$ cat src/rtl/instr_assembler.sv
// instr_assembler: packs decoded RV32I fields into instruction words and writes them to memory sequentially.
// Optional build macro ASM_RANGE_CHECK_EN rejects immediates that do not fit their format instead of truncating them.
module instr_assembler #(
    parameter int ADDR_W    = 10,
    parameter int BASE_ADDR = 0
) (
    input  logic              clk,
    input  logic              rst_n,
    input  logic              start,
    input  logic              in_valid,
    output logic              in_ready,
    input  logic [2:0]        fmt,
    input  logic [6:0]        opcode,
    input  logic [4:0]        rd,
    input  logic [4:0]        rs1,
    input  logic [4:0]        rs2,
    input  logic [2:0]        funct3,
    input  logic [6:0]        funct7,
    input  logic [31:0]       imm,
    output logic              mem_we,
    output logic [ADDR_W-1:0] mem_addr,
    output logic [31:0]       mem_wdata,
    input  logic              mem_ack,
    output logic [ADDR_W:0]   count,
    output logic              err,
    output logic [1:0]        err_code
);

    typedef enum logic [1:0] {IDLE, WRITE, FULL} state_t;

    localparam logic [2:0] FMT_R = 3'd0;
    localparam logic [2:0] FMT_I = 3'd1;
    localparam logic [2:0] FMT_S = 3'd2;
    localparam logic [2:0] FMT_B = 3'd3;
    localparam logic [2:0] FMT_U = 3'd4;
    localparam logic [2:0] FMT_J = 3'd5;

    localparam logic [1:0] ERR_NONE  = 2'd0;
    localparam logic [1:0] ERR_RANGE = 2'd1;
    localparam logic [1:0] ERR_FMT   = 2'd2;

    localparam logic [ADDR_W-1:0] BASE  = ADDR_W'(BASE_ADDR);
    localparam logic [ADDR_W:0]   DEPTH = {1'b1, {ADDR_W{1'b0}}};

    state_t          state, state_nxt;
    logic            accept;
    logic            fmt_bad;
    logic            range_bad;
    logic            bundle_ok;
    logic [ADDR_W:0] count_inc;

    function automatic logic [31:0] encode(
        input logic [2:0]  f,
        input logic [6:0]  op,
        input logic [4:0]  d,
        input logic [4:0]  s1,
        input logic [4:0]  s2,
        input logic [2:0]  f3,
        input logic [6:0]  f7,
        input logic [31:0] v
    );
        logic [31:0] w;
        w = 32'd0;
        case (f)
            FMT_R:   w = {f7, s2, s1, f3, d, op};
            FMT_I:   w = {v[11:0], s1, f3, d, op};
            FMT_S:   w = {v[11:5], s2, s1, f3, v[4:0], op};
            FMT_B:   w = {v[12], v[10:5], s2, s1, f3, v[4:1], v[11], op};
            FMT_U:   w = {v[31:12], d, op};
            FMT_J:   w = {v[20], v[10:1], v[11], v[19:12], d, op};
            default: w = 32'd0;
        endcase
        return w;
    endfunction

`ifdef ASM_RANGE_CHECK_EN
    // An immediate fits when every bit above its top encodable bit repeats that sign bit.
    function automatic logic imm_fits(input logic [2:0] f, input logic [31:0] v);
        logic ok;
        ok = 1'b1;
        case (f)
            FMT_I, FMT_S: ok = (v[31:11] == {21{v[11]}});
            FMT_B:        ok = (v[31:12] == {20{v[12]}}) && !v[0];
            FMT_J:        ok = (v[31:20] == {12{v[20]}}) && !v[0];
            FMT_U:        ok = (v[11:0] == 12'd0);
            default:      ok = 1'b1;
        endcase
        return ok;
    endfunction

    assign range_bad = !fmt_bad && !imm_fits(fmt, imm);
`else
    assign range_bad = 1'b0;
`endif

    assign fmt_bad   = (fmt > FMT_J);
    assign bundle_ok = !fmt_bad && !range_bad;
    assign in_ready  = rst_n && (state == IDLE) && !start;
    assign accept    = in_valid && in_ready;
    assign mem_we    = (state == WRITE);
    assign count_inc = count + (ADDR_W + 1)'(1);

    always_ff @(posedge clk) begin
        if (!rst_n) state <= IDLE;
        else        state <= state_nxt;
    end

    always_comb begin
        state_nxt = state;
        case (state)
            IDLE:    if (accept && bundle_ok) state_nxt = WRITE;
            WRITE:   if (mem_ack) state_nxt = (count_inc == DEPTH) ? FULL : IDLE;
            FULL:    if (start) state_nxt = IDLE;
            default: state_nxt = IDLE;
        endcase
    end

    // start is ignored mid-write so a memory transaction is never abandoned half way.
    always_ff @(posedge clk) begin
        if (!rst_n) begin
            mem_addr  <= BASE;
            mem_wdata <= 32'd0;
            count     <= '0;
            err       <= 1'b0;
            err_code  <= ERR_NONE;
        end else if (start && state != WRITE) begin
            mem_addr <= BASE;
            count    <= '0;
            err      <= 1'b0;
            err_code <= ERR_NONE;
        end else begin
            if (accept) begin
                if (fmt_bad) begin
                    err      <= 1'b1;
                    err_code <= ERR_FMT;
                end else if (range_bad) begin
                    err      <= 1'b1;
                    err_code <= ERR_RANGE;
                end else begin
                    mem_wdata <= encode(fmt, opcode, rd, rs1, rs2, funct3, funct7, imm);
                end
            end
            if (state == WRITE && mem_ack) begin
                mem_addr <= mem_addr + ADDR_W'(1);
                count    <= count_inc;
            end
        end
    end

endmodule

$ cat config.mk
export PLATFORM = sky130hd
export DESIGN_NAME = instr_assembler
export DESIGN_NICKNAME = d
export VERILOG_FILES = /design/src/rtl/instr_assembler.sv
export SDC_FILE = /design/constraint.sdc
export NUM_CORES = 1
export LEC_CHECK = 0
export BUFFER_PORTS_ARGS = -buffer_cell sky130_fd_sc_hd__buf_2
export CAP_MARGIN = 20
export CORE_MARGIN = 2
export CORE_UTILIZATION = 30
export CTS_CLUSTER_SIZE = 10
export DETAILED_ROUTE_END_ITERATION = 7
export HOLD_SLACK_MARGIN = 0.05
export PLACE_DENSITY_LB_ADDON = 0.12
export SLEW_MARGIN = 0
export SYNTH_ARGS = -nofsm -noshare
export SYNTH_HDL_FRONTEND = slang
export SYNTH_SLANG_ARGS = --single-unit
export TNS_END_PERCENT = 20
$ cat constraint.sdc
create_clock -name clk -period 1.5 [get_ports clk]
set_input_delay 0.3 -clock clk [delete_from_list [all_inputs] [get_ports clk]]
set_output_delay 0.3 -clock clk [all_outputs]
set_load 0.01 [all_outputs]
Word-level counts from Yosys, hierarchy flattened
Cells that the tools add are included.

Add/subtract/negate cells: 2. Order comparisons: 1. Eq/ne operators: 12. Multiplexer cells: 6. Bitwise gates (word level): 3. Reduce and logical (&&, ||, !) cells: 14.

Operators by type and width (number): 32-bit case mux with 6 select lines (1); 11-bit by 1-bit adder with 11-bit output, second input constant (1); 11-bit == test, second input constant (1); 10-bit by 1-bit adder with 10-bit output, second input constant (1); 2-bit two-way mux (4); 3-bit by 2-bit == test with 1-bit output, second input constant (2); 3-bit == test, second input constant (2); 1-bit logical AND (6); 2-bit by 1-bit != test with 1-bit output, second input constant (3); 2-bit case mux with 3 select lines (1); 3-bit AND reduction (2); 3-bit by 1-bit == test with 1-bit output, second input constant (1); 3-bit greater-than comparator, second input constant (1); 3-bit logical NOT (1); 1-bit NOT (3); 2-bit by 1-bit == test with 1-bit output, second input constant (1); 2-bit == test, second input constant (1); 1-bit logical NOT (2); 2-bit logical NOT (1); 2-bit != test, second input constant (1); 2-bit AND reduction (1); 2-bit OR reduction (1).

Flip-flop bits (word level): 56. Bits of input ports: 72. Output and inout port bits: 58. Logic and storage cells: 43.

Logic depth before layout (Yosys ltp)
Depth after elaboration: 7. Mapped depth: 7. Depth with buffers taken out: 6.

Worst setup path after synthesis
Ideal clock, no wire load.

Path type: input-to-reg. Start: in rst_n. End: reg mem_wdata[24]. Setup time: 0.116 ns. Arrival: 1.390 ns. Required time: 1.384 ns. Slack: -0.006 ns. Stages: 6. Path buffers: 2. Cells stage by stage: buf_4 nor4b_4 nand3_1 buf_2 a221o_1 o211a_1.

Word-level cells in the longest chain between the ends: 4.

RTL lines: start: declaration (line 8) `input logic rst_n,`; 1-bit logical AND (2 in series) (line 98) `assign in_ready = rst_n && (state == IDLE) && !start;`; net in_ready (line 11) `output logic in_ready,`; 1-bit logical AND (line 99) `assign accept = in_valid && in_ready;`; 3-bit AND reduction (no line); end signal: assignment (line 140) `mem_wdata <= encode(fmt, opcode, rd, rs1, rs2, funct3, funct7, imm);`; end: declaration (line 22) `output logic [31:0] mem_wdata,`.

The timed path passes the listed nets, and every way through them passes these cells. A chain may end at the register's enable or synchronous reset.

Worst setup path after layout
Start: reg state[1]. End: out in_ready.

Word-level cells in the longest chain between the ends: 3.

RTL lines: start: declaration (line 45) `state_t state, state_nxt;`; start signal: assignment (line 105) `else state <= state_nxt;`; 2-bit logical NOT (line 98); 1-bit logical AND (2 in series) (line 98); end: declaration (line 11).

Every way passes these cells.

==> flow_summary.ini <==
[status]
status = finished clean

[critical_path]
cp-end-kind = primary output
ff2ff_setup_slack_ns = 0.04
r2r-end = mem_addr[9]$_SDFFE_PP0P_
critPathLaunch = state[1]$_SDFFE_PN0P_
crit_end = in_ready
reg2reg_depth = 5
cp-start-kind = flop
crit_arrival_ns = 1.20
cp_max_fo = 3
crit_type = reg -> out
crit_required_ns = 1.20
timing.rr.start = state[1]$_SDFFE_PN0P_

[grt]
grt_pass1_wl_um = 13370
track_usage_pct = 16.57
grt_use_met2_pct = 28.14
grt_pass1_vias = 2807
grt.busiest_layer = met2
grtUsageMet1_pct = 20.21
grt_use_met3_pct = 5.501
gr-total-overflow = 0
antenna_found_initial = 0
grt_max_degree = 37

[timing]
fin_crit_ns = 1.498
hold_viol = 0
period_share_pct = 99.84
slew_viol_final = 0
fmax_mhz = 667.7
rsz0062_at_grt = yes
worst_pin_slew_ns = 0.8080
slew_headroom_pct = 45.94
setup_violations = 0
fin_skew_ns = 0.01165

[clocking]
cts_tree = built
clockRootBuffer = clkbuf_8
ctsHoldBuffers = 0
cts_buffer_depth = 2
cts_buffers = 5
cts_sinks = 56
ctsHtreeMaxLevel = 2
insertion_delay_ns = 0.31
path_clk_slew_ns = 0.10

[logic_synthesis]
yosysWarnings = 0
synth_top_family_by_area = simple AND/OR/NAND/NOR gates
syn_inst = 315
synth-edff-count = 0
synth_compound_gate_area_share_pct = 19.61
ys_seq_elements = 56
synth_adder_area_share_pct = 0.8977
yosys-top-cells-area = dfxtp_1, nor2_1, nand2_1
yosysTopAreaCell = dfxtp_1
ys_seq_area_share_pct = 40.22
yosys.area_share.simple_pct = 23.47
synth-xor-area-share_pct = 5.969
postSynthAreaPerCell_um2 = 8.850
synth_top_area_share_pct = 40.22
ys_async_sr_fraction_pct = 0
yosys.cell_types.count = 46
syn_nets = 389
synthMuxAreaShare_pct = 4.443
synth_ff_type = dfxtp_1
syn-cell-area_mm2 = 0.002788

[drt]
drc_errors = 0
vias = 2835
firstDrtPassIters = 4
routed_via_density = 4.922
wire_per_inst_um = 14.44
drt-initial-drc-count = 53
ant_nets = 0
wirelength_um = 8317

[placed_design]
port-buffer-count = 128
globalplace.congestion = 0.7819
dp_hpwl_um = 6275

[finish]
n_antenna_cell = 0
final_util_pct = 42.95
finalNetCount = 538
register_area_mm2 = 0.001125
area_delta_synth_final_pct = 40.35
fill_cells = 972
drive_above_1_share_pct = 44.30
multi_input_area_mm2 = 0.001600

[floorplanning]
floorplan.initialDensity_pct = 30.60
num_rows = 35
fp.dieW_um = 100.4
core_area_mm2 = 0.009109
dieArea_mm2 = 0.01008
die-height_um = 100.4
io_pins = 130

[pwr]
p_leak_uw = 0.001849
ir_drop_v = 0.0003330
power_uw = 2868
power.density_mw_per_mm2 = 733.0

[run]
cap_violations = 0

[min_path]
hold_class = in -> reg
[worst max-delay path, cell delays in order, from the launching register on]
cell and delay, ns:
dfxtp_2 0.34, nor4b_4 0.28, buf_4 0.17, buf_6 0.10
[sequential cells by signal, indices dropped and copies added (netlist names)]
register,flops
state,2
err,1
mem_wdata,32
count,11
mem_addr,10
[routing by layer]
layer / share of wire (%) / up-vias
li1: - / 1425
met1: 44 / 1320
met2: 48 / 84
met3: 7.4 / 6
met4: 0.99 / 0
met5: 0 / -
[power by group]
part           leakage, µW  total (µW)  internal, µW  switching, µW
Sequential        0.000455        1550          1520           21.2
Clock            0.0000455         860           379            482
Combinational      0.00135         462           226            236
[cells by family (layout without fill, tap and decap cells)]
group,after synthesis,in the layout
AO/OA/AOI/OAI,72,72
multiplexers,12,12
buffers and inverters,26,176
other,1,1
flip-flops,56,56
AND/OR/NAND/NOR,127,127
XOR/XNOR,19,19
adder cells (fa/ha/maj),2,2
[cell type report]
class	instances	share of cell area [%]
multi-input cells	233	40.90
clock buffers	8	2.303
inverters	3	0.2878
well taps	111	3.550
flip-flops and latches	56	28.75
repair buffers	165	24.21
[cells in the mapped netlist (2+ instances only)]
| cell | instances |
|---|---|
| buf_2 | 6 |
| nor3b_1 | 6 |
| clkinv_1 | 2 |
| a22o_1 | 4 |
| dfxtp_1 | 56 |
| or3_1 | 2 |
| nor3b_2 | 6 |
| a221oi_2 | 3 |
| ha_1 | 2 |
| a21boi_1 | 7 |
| nand3_1 | 7 |
| nand2b_1 | 2 |
| mux2i_1 | 9 |
| nand4_1 | 8 |
| xor2_1 | 13 |
| nand2_1 | 38 |
| nor2_1 | 42 |
| xnor2_1 | 6 |
| a21oi_1 | 8 |
| and3_1 | 5 |
| clkbuf_1 | 9 |
| o21ai_0 | 17 |
| mux2_2 | 3 |
| o211a_1 | 5 |
| a221o_1 | 4 |
| nor3_1 | 4 |
| buf_4 | 5 |
| a31oi_1 | 2 |
| buf_6 | 3 |
| a221oi_1 | 15 |
[worst min path at each step]
stage	startpoint	to	slack, ns	cells past startpoint
floorplan	opcode[0]	mem_wdata[0]$_SDFFE_PN0P_	0.43	2
global placement	mem_wdata[6]$_SDFFE_PN0P_	mem_wdata[6]$_SDFFE_PN0P_	0.44	2
detailed placement	mem_wdata[3]$_SDFFE_PN0P_	mem_wdata[3]$_SDFFE_PN0P_	0.45	2
CTS	opcode[4]	mem_wdata[4]$_SDFFE_PN0P_	0.21	3
global route	opcode[4]	mem_wdata[4]$_SDFFE_PN0P_	0.22	3
finish	opcode[1]	mem_wdata[1]$_SDFFE_PN0P_	0.22	3
[metrics by stage]
step | std cells | TNS, ns | setup WS (ns) | instance area (µm²) | hold slack, ns
after global placement | 567 | -1.744 | -0.1003 | 3702 | 0.4440
after CTS | 576 | -0.2019 | -0.03939 | 3827 | 0.2126
after detailed placement | 567 | -2.878 | -0.1487 | 3702 | 0.4544
after floorplan | 315 | 0 | 0.02173 | 2798 | 0.4348
final | 576 | 0 | 0.002429 | 3913 | 0.2243
after global routing | 576 | -1.077 | -0.07799 | 3913 | 0.2162
[cell usage in the layout (no fill, tap or decap), types with 6 or more instances in the layout]
| cell | netlist | final |
|---|---|---|
| nand2_1 | 38 | 38 |
| nor2_1 | 42 | 37 |
| a221oi_2 | 3 | 8 |
| nor3b_2 | 6 | 11 |
| a221oi_1 | 15 | 10 |
| mux2i_1 | 9 | 9 |
| buf_2 | 6 | 127 |
| a21boi_1 | 7 | 7 |
| buf_4 | 5 | 33 |
| clkbuf_8 | 0 | 6 |
| nand4_1 | 8 | 8 |
| xor2_1 | 13 | 13 |
| o21ai_0 | 17 | 16 |
| dfxtp_1 | 56 | 53 |
| xnor2_1 | 6 | 6 |
| nand3_1 | 7 | 7 |
| a21oi_1 | 8 | 8 |
[repair_timing]
| action | CTS | global route |
|---|---|---|
| setup buffers | 0 | 0 |
| endpoints found under the setup margin | 9 | 44 |
| gates cloned | 1 | 0 |
| pin swaps | 1 | 7 |
| resized for setup | 10 | 22 |
Note: power is estimated with default switching activity, not from simulation.
